===== config.mk =====
export PLATFORM = sky130hd
export DESIGN_NAME = alu_sequencer
export DESIGN_NICKNAME = d
export VERILOG_FILES = /design/src/rtl/cpu_pkg.sv /design/src/rtl/reg_file.sv /design/src/rtl/alu_sequencer.sv
export SDC_FILE = /design/constraint.sdc
export NUM_CORES = 1
export LEC_CHECK = 0
export ABC_AREA = 0
export CAP_MARGIN = 10
export CORE_MARGIN = 1
export CORE_UTILIZATION = 50
export CTS_BUF_LIST = sky130_fd_sc_hd__clkbuf_8 sky130_fd_sc_hd__clkbuf_16
export DETAILED_ROUTE_END_ITERATION = 8
export GPL_ROUTABILITY_DRIVEN = 0
export MAX_ROUTING_LAYER = met4
export PLACE_DENSITY = 0.77
export SLEW_MARGIN = 20
export SYNTH_ARGS = -nofsm -noshare
export SYNTH_HDL_FRONTEND = slang
export SYNTH_SLANG_ARGS = --single-unit
export TNS_END_PERCENT = 100

===== constraint.sdc =====
create_clock -name clk -period 2.3 [get_ports clk]
set_input_delay 0.69 -clock clk [delete_from_list [all_inputs] [get_ports clk]]
set_output_delay 0.69 -clock clk [all_outputs]
set_load 0.01 [all_outputs]

===== src/rtl/cpu_pkg.sv =====
// cpu_pkg
// Shared definitions for the 4-bit CPU control path.
// Contents:
//   - datapath widths (data, PC, instruction, register address);
//   - instruction field bit positions and a packed instruction view;
//   - opcode constants;
//   - FSM state encoding for the sequencer.
package cpu_pkg;

  localparam int DATA_W  = 4;
  localparam int PC_W    = 4;
  localparam int INSTR_W = 12;
  localparam int NREGS   = 4;
  localparam int RADDR_W = 2;

  // Instruction field positions: op = [11:8], rd = [7:6], rs = [5:4], imm = [3:0]
  localparam int OP_HI  = 11;
  localparam int OP_LO  = 8;
  localparam int RD_HI  = 7;
  localparam int RD_LO  = 6;
  localparam int RS_HI  = 5;
  localparam int RS_LO  = 4;
  localparam int IMM_HI = 3;
  localparam int IMM_LO = 0;

  localparam logic [3:0] OP_AND  = 4'h0;
  localparam logic [3:0] OP_OR   = 4'h1;
  localparam logic [3:0] OP_ADD  = 4'h2;
  localparam logic [3:0] OP_MUL  = 4'h3;
  localparam logic [3:0] OP_DIV  = 4'h4;
  localparam logic [3:0] OP_SUB  = 4'h5;
  localparam logic [3:0] OP_NOR  = 4'h6;
  localparam logic [3:0] OP_LDI  = 4'h7;
  localparam logic [3:0] OP_JZ   = 4'h8;
  localparam logic [3:0] OP_JMP  = 4'h9;
  localparam logic [3:0] OP_HALT = 4'hF;

  localparam logic [2:0] ST_IDLE   = 3'd0;
  localparam logic [2:0] ST_FETCH  = 3'd1;
  localparam logic [2:0] ST_DECODE = 3'd2;
  localparam logic [2:0] ST_EXEC   = 3'd3;
  localparam logic [2:0] ST_WB     = 3'd4;

  typedef struct packed {
    logic [3:0]         op;
    logic [RADDR_W-1:0] rd;
    logic [RADDR_W-1:0] rs;
    logic [DATA_W-1:0]  imm;
  } instr_t;

  function automatic instr_t decode(input logic [INSTR_W-1:0] word);
    instr_t d;
    d.op  = word[OP_HI:OP_LO];
    d.rd  = word[RD_HI:RD_LO];
    d.rs  = word[RS_HI:RS_LO];
    d.imm = word[IMM_HI:IMM_LO];
    return d;
  endfunction

  // Opcodes 0x0..0x6 go through the ALU and update R[rd] and Z.
  function automatic logic is_alu_op(input logic [3:0] op);
    return (op <= OP_NOR);
  endfunction

endpackage


===== src/rtl/reg_file.sv =====
// reg_file
// 4 x 4-bit register file: two combinational read ports, one synchronous
// write port, synchronous active-low reset clearing every register to 0.
// Ports:
//   clk, rst_n          clock, synchronous active-low reset
//   we, waddr, wdata    write port (takes effect at the rising edge)
//   raddr_a / rdata_a   read port A (combinational)
//   raddr_b / rdata_b   read port B (combinational)
//   r0                  direct view of R[0]
module reg_file
  import cpu_pkg::*;
(
  input  logic               clk,
  input  logic               rst_n,
  input  logic               we,
  input  logic [RADDR_W-1:0] waddr,
  input  logic [DATA_W-1:0]  wdata,
  input  logic [RADDR_W-1:0] raddr_a,
  output logic [DATA_W-1:0]  rdata_a,
  input  logic [RADDR_W-1:0] raddr_b,
  output logic [DATA_W-1:0]  rdata_b,
  output logic [DATA_W-1:0]  r0
);

  logic [DATA_W-1:0] regs [NREGS];

  // One flop bank per register; each has its own write decode.
  for (genvar gi = 0; gi < NREGS; gi++) begin : g_reg
    logic [DATA_W-1:0] q_reg;

    always_ff @(posedge clk) begin
      if (!rst_n) begin
        q_reg <= '0;
      end else if (we && (waddr == RADDR_W'(gi))) begin
        q_reg <= wdata;
      end
    end

    assign regs[gi] = q_reg;
  end

  assign rdata_a = regs[raddr_a];
  assign rdata_b = regs[raddr_b];
  assign r0      = regs[0];

endmodule


===== src/rtl/alu_sequencer.sv =====
// alu_sequencer
// Multi-cycle control unit of the 4-bit CPU. Fetches 12-bit instructions
// from a synchronous ROM, decodes them, drives the external ALU and writes
// results back to a 4 x 4-bit register file. Handles LDI, JZ, JMP, NOP, HALT.
// Each non-HALT instruction runs FETCH -> DECODE -> EXEC -> WB (4 cycles);
// HALT runs FETCH -> DECODE and drops into IDLE.
// Ports:
//   clk, rst_n                 clock, synchronous active-low reset
//   run                        start/resume request (sampled in IDLE only)
//   imemAddr / imemData        ROM address (= pc) / ROM data one cycle later
//   aluA, aluB, aluOpcode      ALU operands and opcode, non-zero only in EXEC
//   aluResult                  combinational ALU result
//   halted                     set by HALT, cleared when run leaves IDLE
//   divErr                     sticky divide-by-zero flag
//   pc, r0                     program counter and R[0], for observation
module alu_sequencer
  import cpu_pkg::*;
(
  input  logic               clk,
  input  logic               rst_n,
  input  logic               run,
  output logic [PC_W-1:0]    imemAddr,
  input  logic [INSTR_W-1:0] imemData,
  output logic [DATA_W-1:0]  aluA,
  output logic [DATA_W-1:0]  aluB,
  output logic [3:0]         aluOpcode,
  input  logic [DATA_W-1:0]  aluResult,
  output logic               halted,
  output logic               divErr,
  output logic [PC_W-1:0]    pc,
  output logic [DATA_W-1:0]  r0
);

  logic [2:0]        state_reg;
  logic [PC_W-1:0]   pc_reg;
  logic [PC_W-1:0]   pc_next;
  instr_t            ir_reg;
  logic              z_reg;
  logic              halted_reg;
  logic              div_err_reg;
  logic [DATA_W-1:0] alu_a_reg;
  logic [DATA_W-1:0] alu_b_reg;
  logic [3:0]        alu_op_reg;
  logic [DATA_W-1:0] res_reg;
  logic              zres_reg;
  logic              divz_reg;

  instr_t             dec;
  logic [RADDR_W-1:0] rf_raddr_a;
  logic [RADDR_W-1:0] rf_raddr_b;
  logic [DATA_W-1:0]  rf_rdata_a;
  logic [DATA_W-1:0]  rf_rdata_b;
  logic               rf_we;
  logic [DATA_W-1:0]  rf_wdata;

  assign dec = decode(imemData);

  // During DECODE the instruction is still on the ROM bus (ir not yet
  // loaded), so the read ports are addressed straight from imemData so the
  // operands can be registered into aluA/aluB for the whole EXEC cycle.
  assign rf_raddr_a = (state_reg == ST_DECODE) ? dec.rd : ir_reg.rd;
  assign rf_raddr_b = (state_reg == ST_DECODE) ? dec.rs : ir_reg.rs;

  // A DIV by zero suppresses the write-back entirely.
  assign rf_we    = (state_reg == ST_WB) &&
                    ((is_alu_op(ir_reg.op) && !divz_reg) || (ir_reg.op == OP_LDI));
  assign rf_wdata = (ir_reg.op == OP_LDI) ? ir_reg.imm : res_reg;

  reg_file u_reg_file (
    .clk     (clk),
    .rst_n   (rst_n),
    .we      (rf_we),
    .waddr   (ir_reg.rd),
    .wdata   (rf_wdata),
    .raddr_a (rf_raddr_a),
    .rdata_a (rf_rdata_a),
    .raddr_b (rf_raddr_b),
    .rdata_b (rf_rdata_b),
    .r0      (r0)
  );

  // Program counter update applied in WB. JZ tests the Z flag as it stands
  // before this instruction, which JZ itself never modifies.
  always_comb begin
    pc_next = pc_reg + PC_W'(1);
    if (ir_reg.op == OP_JMP) begin
      pc_next = ir_reg.imm;
    end else if ((ir_reg.op == OP_JZ) && z_reg) begin
      pc_next = ir_reg.imm;
    end
  end

  always_ff @(posedge clk) begin
    if (!rst_n) begin
      state_reg   <= ST_IDLE;
      pc_reg      <= '0;
      ir_reg      <= '0;
      z_reg       <= 1'b0;
      halted_reg  <= 1'b0;
      div_err_reg <= 1'b0;
      alu_a_reg   <= '0;
      alu_b_reg   <= '0;
      alu_op_reg  <= '0;
      res_reg     <= '0;
      zres_reg    <= 1'b0;
      divz_reg    <= 1'b0;
    end else begin
      case (state_reg)
        ST_IDLE: begin
          if (run) begin
            state_reg  <= ST_FETCH;
            halted_reg <= 1'b0;
          end
        end
        ST_FETCH: begin
          state_reg <= ST_DECODE;
        end
        ST_DECODE: begin
          ir_reg <= dec;
          if (dec.op == OP_HALT) begin
            state_reg  <= ST_IDLE;
            pc_reg     <= pc_reg + PC_W'(1);
            halted_reg <= 1'b1;
          end else begin
            state_reg  <= ST_EXEC;
            alu_a_reg  <= rf_rdata_a;
            alu_b_reg  <= rf_rdata_b;
            alu_op_reg <= is_alu_op(dec.op) ? dec.op : 4'h0;
          end
        end
        ST_EXEC: begin
          state_reg  <= ST_WB;
          res_reg    <= aluResult;
          zres_reg   <= (aluResult == '0);
          divz_reg   <= (ir_reg.op == OP_DIV) && (alu_b_reg == '0);
          // ALU drive is confined to EXEC.
          alu_a_reg  <= '0;
          alu_b_reg  <= '0;
          alu_op_reg <= '0;
        end
        ST_WB: begin
          state_reg <= ST_FETCH;
          pc_reg    <= pc_next;
          if (is_alu_op(ir_reg.op)) begin
            if (divz_reg) begin
              div_err_reg <= 1'b1;
            end else begin
              z_reg <= zres_reg;
            end
          end
        end
        default: begin
          state_reg <= ST_IDLE;
        end
      endcase
    end
  end

  assign imemAddr  = pc_reg;
  assign pc        = pc_reg;
  assign aluA      = alu_a_reg;
  assign aluB      = alu_b_reg;
  assign aluOpcode = alu_op_reg;
  assign halted    = halted_reg;
  assign divErr    = div_err_reg;

endmodule


# Word level (Yosys, flattened, before mapping)
# Cells that the tools add are included.
# word_totals
ff_bits,56
word_cells,90
in_bits,19
# classes
reduce_logical,22
n_lt_le_gt_ge,4
eq_ne,15
bitwise,3
n_addsub,1
muxes,26
# op_table
cell,n
two-way mux 4 bit,12
case mux 4 bit (2 select lines),4
binary-select mux 4 bit (select 2 bit),2
case mux 3 bit (5 select lines),1
equality test 4 bit (second input constant),3
AND reduction 3 bit,3
equality test 4 x 3 -> 1 bit (second input constant),2
<= comparator 4 x 3 -> 1 bit (second input constant),2
logical AND 1 bit,8
logical NOT 4 bit,2
equality test 3 x 2 -> 1 bit (second input constant),2
>= comparator 3 bit (second input constant),2
two-way mux 2 bit,3
NOT 2 -> 3 bit,2
nonzero test 2 bit,3
adder 4 x 1 -> 4 bit (second input constant),1
equality test 2 bit (second input constant),2
inequality test 2 bit (second input constant),2
AND reduction 2 bit,2
equality test 3 x 1 -> 1 bit (second input constant),1
equality test 3 bit (second input constant),1
logical NOT 3 bit,1
two-way mux 3 bit,1
equality test 2 x 1 -> 1 bit (second input constant),1
7 further kinds,8

# Logic depth before layout (Yosys ltp)
# Gate-level depths: netlist of the first run.
# depth
depth_word,8
depth_mapped,7

# Modules after synthesis
# Synthesis of the first run repeated with hierarchy kept, for this count alone.
# hier_totals
hier_cells,280
area_unflattened_um2,2581.2
# modules_own_cells
mod,area_each_um2,cells_per_inst,instances
alu_sequencer,1775.5,214,1
reg_file,805.8,66,1

# Worst setup path before layout of the first run
# No wires, ideal clock.
# synth_path
path_type,reg2reg
from,register state_reg[2]
to,"register alu_a_reg[2], in the netlist aluA[2]"
arrival_ps,1767
n_path_buf,1
path_stages_with_launch,6
slack_ps,416
synth_period_minus_slack_ps,1884
cell_sequence,dfxtp_1 clkbuf_1 nor3b_2 mux2i_1 mux4_2 a22o_1
# synth_via
elab_chain_len,8
elab_cells_between_ends,12
classes_between,eq/ne: 3; mux: 6; bitwise: 1; reduce/logical: 2
# synth_lines
element,line_no,source
"start, declared",alu_sequencer.sv:34,logic [2:0] state_reg;
"start signal, assigned",alu_sequencer.sv:95,state_reg <= ST_IDLE;
"start signal, assigned",alu_sequencer.sv:111,state_reg <= ST_FETCH;
"start signal, assigned",alu_sequencer.sv:116,state_reg <= ST_DECODE;
equality test 3 x 2 -> 1 bit,"alu_sequencer.sv:61, alu_sequencer.sv:108",
two-way mux 2 bit,alu_sequencer.sv:61,assign rf_raddr_a = (state_reg == ST_DECODE) ? dec.rd : ir_reg.rd;
NOT 2 -> 3 bit (not written as such),reg_file.sv:42,assign rdata_a = regs[raddr_a];
binary-select mux 4 bit (select 2 bit),reg_file.sv:42,
two-way mux 4 bit (not written as such) (2 in series),reg_file.sv:42,
two-way mux 4 bit,alu_sequencer.sv:120,if (dec.op == OP_HALT) begin
case mux 4 bit (2 select lines),alu_sequencer.sv:108,case (state_reg)
"end signal, assigned",alu_sequencer.sv:126,alu_a_reg <= rf_rdata_a;
"end, declared",alu_sequencer.sv:41,logic [DATA_W-1:0] alu_a_reg;
# Parallel ways exist; a longest one is shown, timed or not. The select of a mux whose other input is x is not followed.
# A chain may end at the register's enable or synchronous reset.

# Final worst setup path of the first run
# layout_path
from,register ir_reg[11] in the netlist's numbering
to,"register u_reg_file.g_reg[0].q_reg[3], in the netlist u_reg_file.r0[3]"
# layout_via
elab_chain_len,5
elab_cells_between_ends,7
classes_between,order compare: 1; eq/ne: 1; mux: 1; reduce/logical: 4
# layout_lines
element,line_no,source
"start, declared",alu_sequencer.sv:37,instr_t ir_reg;
"start signal, assigned",alu_sequencer.sv:97,ir_reg <= '0;
"start signal, assigned",alu_sequencer.sv:119,ir_reg <= dec;
<= comparator 4 x 3 -> 1 bit,cpu_pkg.sv:62,return (op <= OP_NOR);
logical AND 1 bit,alu_sequencer.sv:66,((is_alu_op(ir_reg.op) && !divz_reg) || (ir_reg.op == OP_LDI));
logical OR 1 bit,alu_sequencer.sv:66,
logical AND 1 bit,alu_sequencer.sv:65,assign rf_we = (state_reg == ST_WB) &&
logical AND 1 bit,reg_file.sv:34,end else if (we && (waddr == RADDR_W'(gi))) begin
"end signal, assigned",reg_file.sv:35,q_reg <= wdata;
"end, declared",reg_file.sv:29,logic [DATA_W-1:0] q_reg;
# Parallel ways exist; a longest one is shown, timed or not.

==> results of run 1 <==
## stage by stage
stage	power, uW	hold slack, ns	util
6_report	1680	0.460	0.644
5_1_grt	1760	0.476	0.644
4_1_cts	1690	0.461	0.644
3_5_place_dp	1220	0.449	0.629
3_3_place_gp	1220	0.442	0.629
2_1_floorplan	1130	0.432	-
## kinds of logic after synthesis
| group | share of synthesized area |
|---|---|
| AND/OR/NAND/NOR | 0.178 |
| AO/OA/AOI/OAI | 0.202 |
| flip-flops | 0.445 |
| buffers and inverters | 0.0521 |
| multiplexers | 0.118 |
| adder cells (fa/ha/maj) | 0.00506 |
## synth_stat cells, types with 3 or more instances
cell,count
a21oi_1,22
buf_4,4
nor3b_1,3
a22oi_1,3
clkbuf_1,13
inv_1,4
a2111oi_4,4
a211oi_1,12
o21a_1,3
mux2i_1,10
mux4_2,8
nor3_1,3
nor2_1,23
dfxtp_1,55
and3_1,3
a22o_1,8
nand2b_1,8
nand2_1,35
## how the worst max path moves through the flow
stage / startpoint / to
after global routing: ir_reg[11] / u_reg_file.g_reg[1].q_reg[3]
after detailed placement: imemData[11] / aluA[3]
final: ir_reg[11] / u_reg_file.r0[3]
after global placement: imemData[6] / aluA[2]
after CTS: ir_reg[11] / u_reg_file.r0[3]
after floorplan: state_reg[2] / aluA[2]
## cell usage in the layout (no fill, tap or decap), types with 2 or more instances in the layout
master	synthesis	layout
a2111oi_4	4	4
a211oi_1	12	12
a21oi_1	22	22
a22o_1	8	8
a22oi_1	3	3
and3_1	3	3
buf_4	4	11
clkbuf_8	0	5
clkdlybuf4s50_1	0	44
dfxtp_1	55	55
inv_1	4	5
mux2i_1	10	10
mux4_2	8	8
nand2_1	35	35
nand2b_1	8	8
nand3_1	2	2
nor2_1	23	23
nor2b_1	2	2
nor3_1	3	3
nor3b_1	3	3
nor4_1	2	2
o21a_1	3	3
o21ai_0	2	2
o22ai_1	2	2
## worst max-delay path: cells and delay by family (launching register included)
kind	cells	cell delay [ns]
flops	1	0.38
simple gates	2	0.73
compound gates	2	0.80
## per-layer routing
| metal | global-route usage | wire, um | up-vias |
|---|---|---|---|
| met5 | - | 0 | - |
| met4 | 0.0784 | 83 | 0 |
| met3 | 0.0458 | 242 | 8 |
| met2 | 0.331 | 2420 | 42 |
| met1 | 0.303 | 2430 | 920 |
| li1 | - | - | 992 |
## layout make-up
type / instances / area share
Clock buffer: 5 / 0.0225
Clock inverter: 1 / 0.00123
Inverter: 5 / 0.00613
Multi-Input combinational cell: 172 / 0.406
Sequential cell: 55 / 0.359
Tap cell: 67 / 0.0274
Timing Repair Buffer: 56 / 0.177
## power breakdown
| group | internal (uW) | switching, uW |
|---|---|---|
| Sequential | 974 | 24.9 |
| Combinational | 100 | 99.6 |
| Clock | 199 | 279 |
| Total | 1270 | 404 |
==> qor.txt, run 1 <==
CTS hold repair buffers: 0
Clk_lat worst skew: 0.31 ns
Netlist cell types: 44
Worst Path Required: 2.52 ns
Number of enable flip-flop cells after synthesis: 0
Worst-path clk slew: 0.09 ns
Port Buffers: 44
H-tree depth: 2
ANT nets after route: 0
Slew headroom: 0.642
Hold Startpoint: res_reg[2]
Placed insts: 355
Grt ovf: 0
CP startpoint kind: flop
CTS sink count: 55
Critical path data arrival time: 2.23 ns
Critical path, cell by cell: or4b_4, a2111oi_4, nor2_1, a211oi_1
Worst setup path category: flop to flop
Final Skew: 0.0103 ns
Worst-path fanout max: 8
Length of the first detailed-routing pass in iterations: 4
Iteration-0 DRC Markers: 100
End of the worst register-to-register path: u_reg_file.r0[3]
Die W: 72.3 um
Status: completed
Starting density of the core: 0.520
Mean Syn Cell Area: 9.78 sq um
Slowest-stage cell, CP: or4b_4
Final Cycle Share: 0.874
# rows: 25
Final setup fails: 0
Largest register FFs: 12
CTS max path bufs: 2
Post-placement cell area: 0.00299 sq mm
DR DRC count: 0
Fmax: 497 MHz
Post-route insts no fill: 361
Placement Setup Slack: 0.0908 ns
Register area: 0.00110 sq mm
Largest cells by area after synthesis: dfxtp_1, mux4_2, nand2_1
Crit path capture type: flop
Hold WC Path Type: flop to flop
Syn_nets: 273
CTS tree: built
Post-synth top area share: 0.445
Final hold vios: 0
Setup ws final: 0.289 ns
Post-CTS Setup Inserts: 0
Core area: 0.00475 sq mm
Ys Warns: 0
Tot GR Track Use: 0.223
Total Die Area: 0.00523 sq mm
Share of synthesized registers carrying an async set or reset: 0
Final instance area: 0.00306 sq mm
IO Pins: 45
Max_cap viols: 0
Final #Nets: 315
Beginning of the worst register-to-register path: ir_reg[11]
Gates resized, CTS repair: 0
DR vias: 1962
Ant diodes: 0
Synth Register Bits: 55
Leak pwr: 0.00105 uW
Area delta synth->final: 23.8%
Pwr Density: 547 mW/mm^2
Main flop type after synthesis: dfxtp_1
CTS Buf Count: 5
Vias in the first global route: 1734
Min-Delay Path Depth: 2
Global-route wire length before repair: 8.49 mm
Clk root buf: clkbuf_8
Wire per inst: 14.3 um
Seq/Total Area, Yosys: 0.445
Cell taking the most area after synthesis: dfxtp_1
Worst Hold Path EP: res_reg[2]
Area of the multi-input gates: 0.00124 sq mm
Fill cells: 420
Drt total wl: 5.17 mm
Synth Cell Area: 0.00247 sq mm
Flop-to-flop setup slack: 0.29 ns
Max IR drop VDD: 414 uV
Initial antenna violation count: 0
Final setup TNS: 0 ns
Reg2Reg Depth: 4
Synth Instances: 253
Fin. max-slew vios: 0
RSZ-0062 raised after global routing: no
Post-DP HPWL: 3.85 mm
Share of layout cells above drive strength 1: 0.112
Vias per inst: 5.43
Worst-margin pin slew: 0.537 ns
Max incr delay on CP: 0.65 ns
Min Clock Period, post-route: 2.01 ns
Die height: 72.3 um
Largest net degree at the start of global routing: 43
Power figures use the tool's default switching activity.
==> inputs of run 2 (changes only) <==
Settings changed: CTS_CLUSTER_SIZE set to 12, DONT_BUFFER_PORTS set to 1, PLACE_DENSITY 0.77 to not set.
==> run 2 against run 1 <==
Compared with the run above: combinational power down 32%; register-to-register slack got worse by 0.08 ns; count of clock-buffer cells in the layout stayed put; die area stayed put; highest routed layer unchanged.
==> qor.txt, run 2 (synthesized netlist as in run 1, its figures left out) <==
Tot GR Track Use: 0.229 (+0.00630)
Gates resized, CTS repair: 0 (unchanged)
Max_cap viols: 0 (unchanged)
Core area: 0.00475 sq mm (unchanged)
Ant diodes: 0 (unchanged)
Beginning of the worst register-to-register path: state_reg[2]
Fill cells: 447 (+6.4%)
Slew headroom: 0.623 (-0.0191)
Wire per inst: 17.0 um (+19%)
Worst setup path category: flop to flop
Final #Nets: 267 (-15%)
Port Buffers: 0 (-100%)
Comb power frac: 0.083 (-0.036)
Grt ovf: 0 (unchanged)
Final instance area: 0.00259 sq mm (-15%)
Initial antenna violation count: 0 (unchanged)
Clock power frac: 0.305 (+0.020)
Area of the multi-input gates: 0.00124 sq mm (unchanged)
Register area: 0.00110 sq mm (unchanged)
CTS max path bufs: 2 (unchanged)
Total Die Area: 0.00523 sq mm (unchanged)
Hold Startpoint: res_reg[1]
Int Power: 1240 uW (-2.7%)
Seq pwr share: 0.612 (+0.016)
Leak pwr: 0.000875 uW (-16%)
Worst Path Required: 2.48 ns (-0.04 ns)
CTS tree: built
Largest net degree at the start of global routing: 28 (-35%)
CP startpoint kind: flop
WHS: 0.459 ns (-0.000972 ns)
Pwr Density: 635 mW/mm^2 (+16%)
CTS Buf Count: 5 (unchanged)
Reg2Reg Depth: 4 (unchanged)
Die height: 72.3 um (unchanged)
Setup ws final: 0.208 ns (-0.0806 ns)
Post-CTS Setup Inserts: 0 (unchanged)
Share of layout cells above drive strength 1: 0.121 (+0.00872)
RSZ-0062 raised after global routing: no
Final Cycle Share: 0.909 (+0.0350)
Fmax: 478 MHz (-3.9%)
Most common cell after layout, fill and taps aside: dfxtp_1
Hold WC Path Type: flop to flop
Placement Setup Slack: 0.210 ns (+0.119 ns)
# rows: 25 (unchanged)
Clk root buf: clkbuf_8
ANT nets after route: 0 (unchanged)
Max incr delay on CP: 0.61 ns (-0.04 ns)
Worst-path clk slew: 0.09 ns (about the same)
Iteration-0 DRC Markers: 121 (+21%)
CTS hold repair buffers: 0 (unchanged)
Die W: 72.3 um (unchanged)
Net Switching: 406 uW (+0.52%)
CTS sink count: 55 (unchanged)
DR vias: 1794 (-8.6%)
Starting density of the core: 0.520 (unchanged)
Post-placement cell area: 0.00251 sq mm (-16%)
Final core utilization: 0.544 (-0.0997)
Global-route wire length before repair: 8.78 mm (+3.5%)
Final Skew: 0.00327 ns (-0.00708 ns)
IO Pins: 45 (unchanged)
Final setup TNS: 0 ns (unchanged)
Largest register FFs: 12 (unchanged)
Final setup fails: 0 (unchanged)
Vias in the first global route: 1717 (-0.98%)
Max IR drop VDD: 269 uV (-35%)
Flop-to-flop setup slack: 0.21 ns (-0.08 ns)
Status: completed
Critical path, cell by cell: or4b_4, a2111oi_4, nand2b_1, a21oi_1
Final hold vios: 0 (unchanged)
Post-DP HPWL: 3.91 mm (+1.6%)
Clk_lat worst skew: 0.30 ns (about the same)
Min-Delay Path Depth: 2 (unchanged)
Crit path capture type: flop
Worst Hold Path EP: res_reg[1]
Length of the first detailed-routing pass in iterations: 4 (unchanged)
DR DRC count: 0 (unchanged)
Net Sw Frac: 0.247 (+0.00606)
H-tree depth: 2 (unchanged)
Fin. max-slew vios: 0 (unchanged)
Area delta synth->final: 4.65%
Min Clock Period, post-route: 2.09 ns (+0.0806 ns)
Worst-path fanout max: 11 (+3)
Vias per inst: 5.70 (+4.8%)
Critical path data arrival time: 2.28 ns (+0.05 ns)
End of the worst register-to-register path: u_reg_file.g_reg[3].q_reg[2]
Drt total wl: 5.36 mm (+3.6%)
Worst-margin pin slew: 0.565 ns (+0.0286 ns)
Slowest-stage cell, CP: or4b_4
Most frequent cells in the layout: dfxtp_1, nand2_1, nor2_1, a21oi_1, a211oi_1
## run 2: changes by cell type in the layout (fill, tap and decap cells not counted)
cell	delta
clkdlybuf4s50_1	-44
buf_4	-3
buf_12	-1
clkinv_2	+1
inv_1	+1
## run 2: critical path, delay by kind of cell, from the launching register on
family | cells | cell delay, ns
AOI/OAI and AO/OA | 2 | 0.66
and+or+nand+nor | 2 | 0.79
DFF | 1 | 0.52
## run 2: layer usage
layer	share of wire	vias to the layer above	GRT usage	wire [um]
li1	-	900	-	-
met1	0.49	837	0.304	2610
met2	0.45	50	0.339	2410
met3	0.043	7	0.0556	231
met4	0.018	0	0.0893	97
met5	0	-	-	0
## run 2: layout make-up
class / instances / share of cell area
Multi-Input combinational cell: 172 / 0.480
Sequential cell: 55 / 0.425
Tap cell: 67 / 0.0324
Clock buffer: 5 / 0.0266
Timing Repair Buffer: 8 / 0.0232
Inverter: 5 / 0.00725
Clock inverter: 3 / 0.00483
## run 2: worst max-delay path by stage
stage / start / endpoint / cells past startpoint
final: state_reg[2] / u_reg_file.g_reg[3].q_reg[2] / 4
after global placement: state_reg[2] / u_reg_file.r0[2] / 4
after floorplan: state_reg[2] / aluA[2] / 5
after detailed placement: state_reg[2] / u_reg_file.r0[3] / 4
after global routing: state_reg[2] / u_reg_file.g_reg[1].q_reg[0] / 4
after CTS: state_reg[2] / u_reg_file.r0[2] / 4
## run 2: power groups by stage
stage	clock, uW	combinational (uW)	sequential, uW
final	501	137	1010
after global routing	559	151	1010
after CTS	518	138	1010
after detailed placement	0	138	1030
after global placement	0	137	1030
after floorplan	0	121	1010
## run 2: per-stage QoR
stage,total power (uW),instances
3_3_place_gp,1170,307
5_1_grt,1720,315
6_report,1640,315
4_1_cts,1660,315
2_1_floorplan,1130,253
3_5_place_dp,1170,307
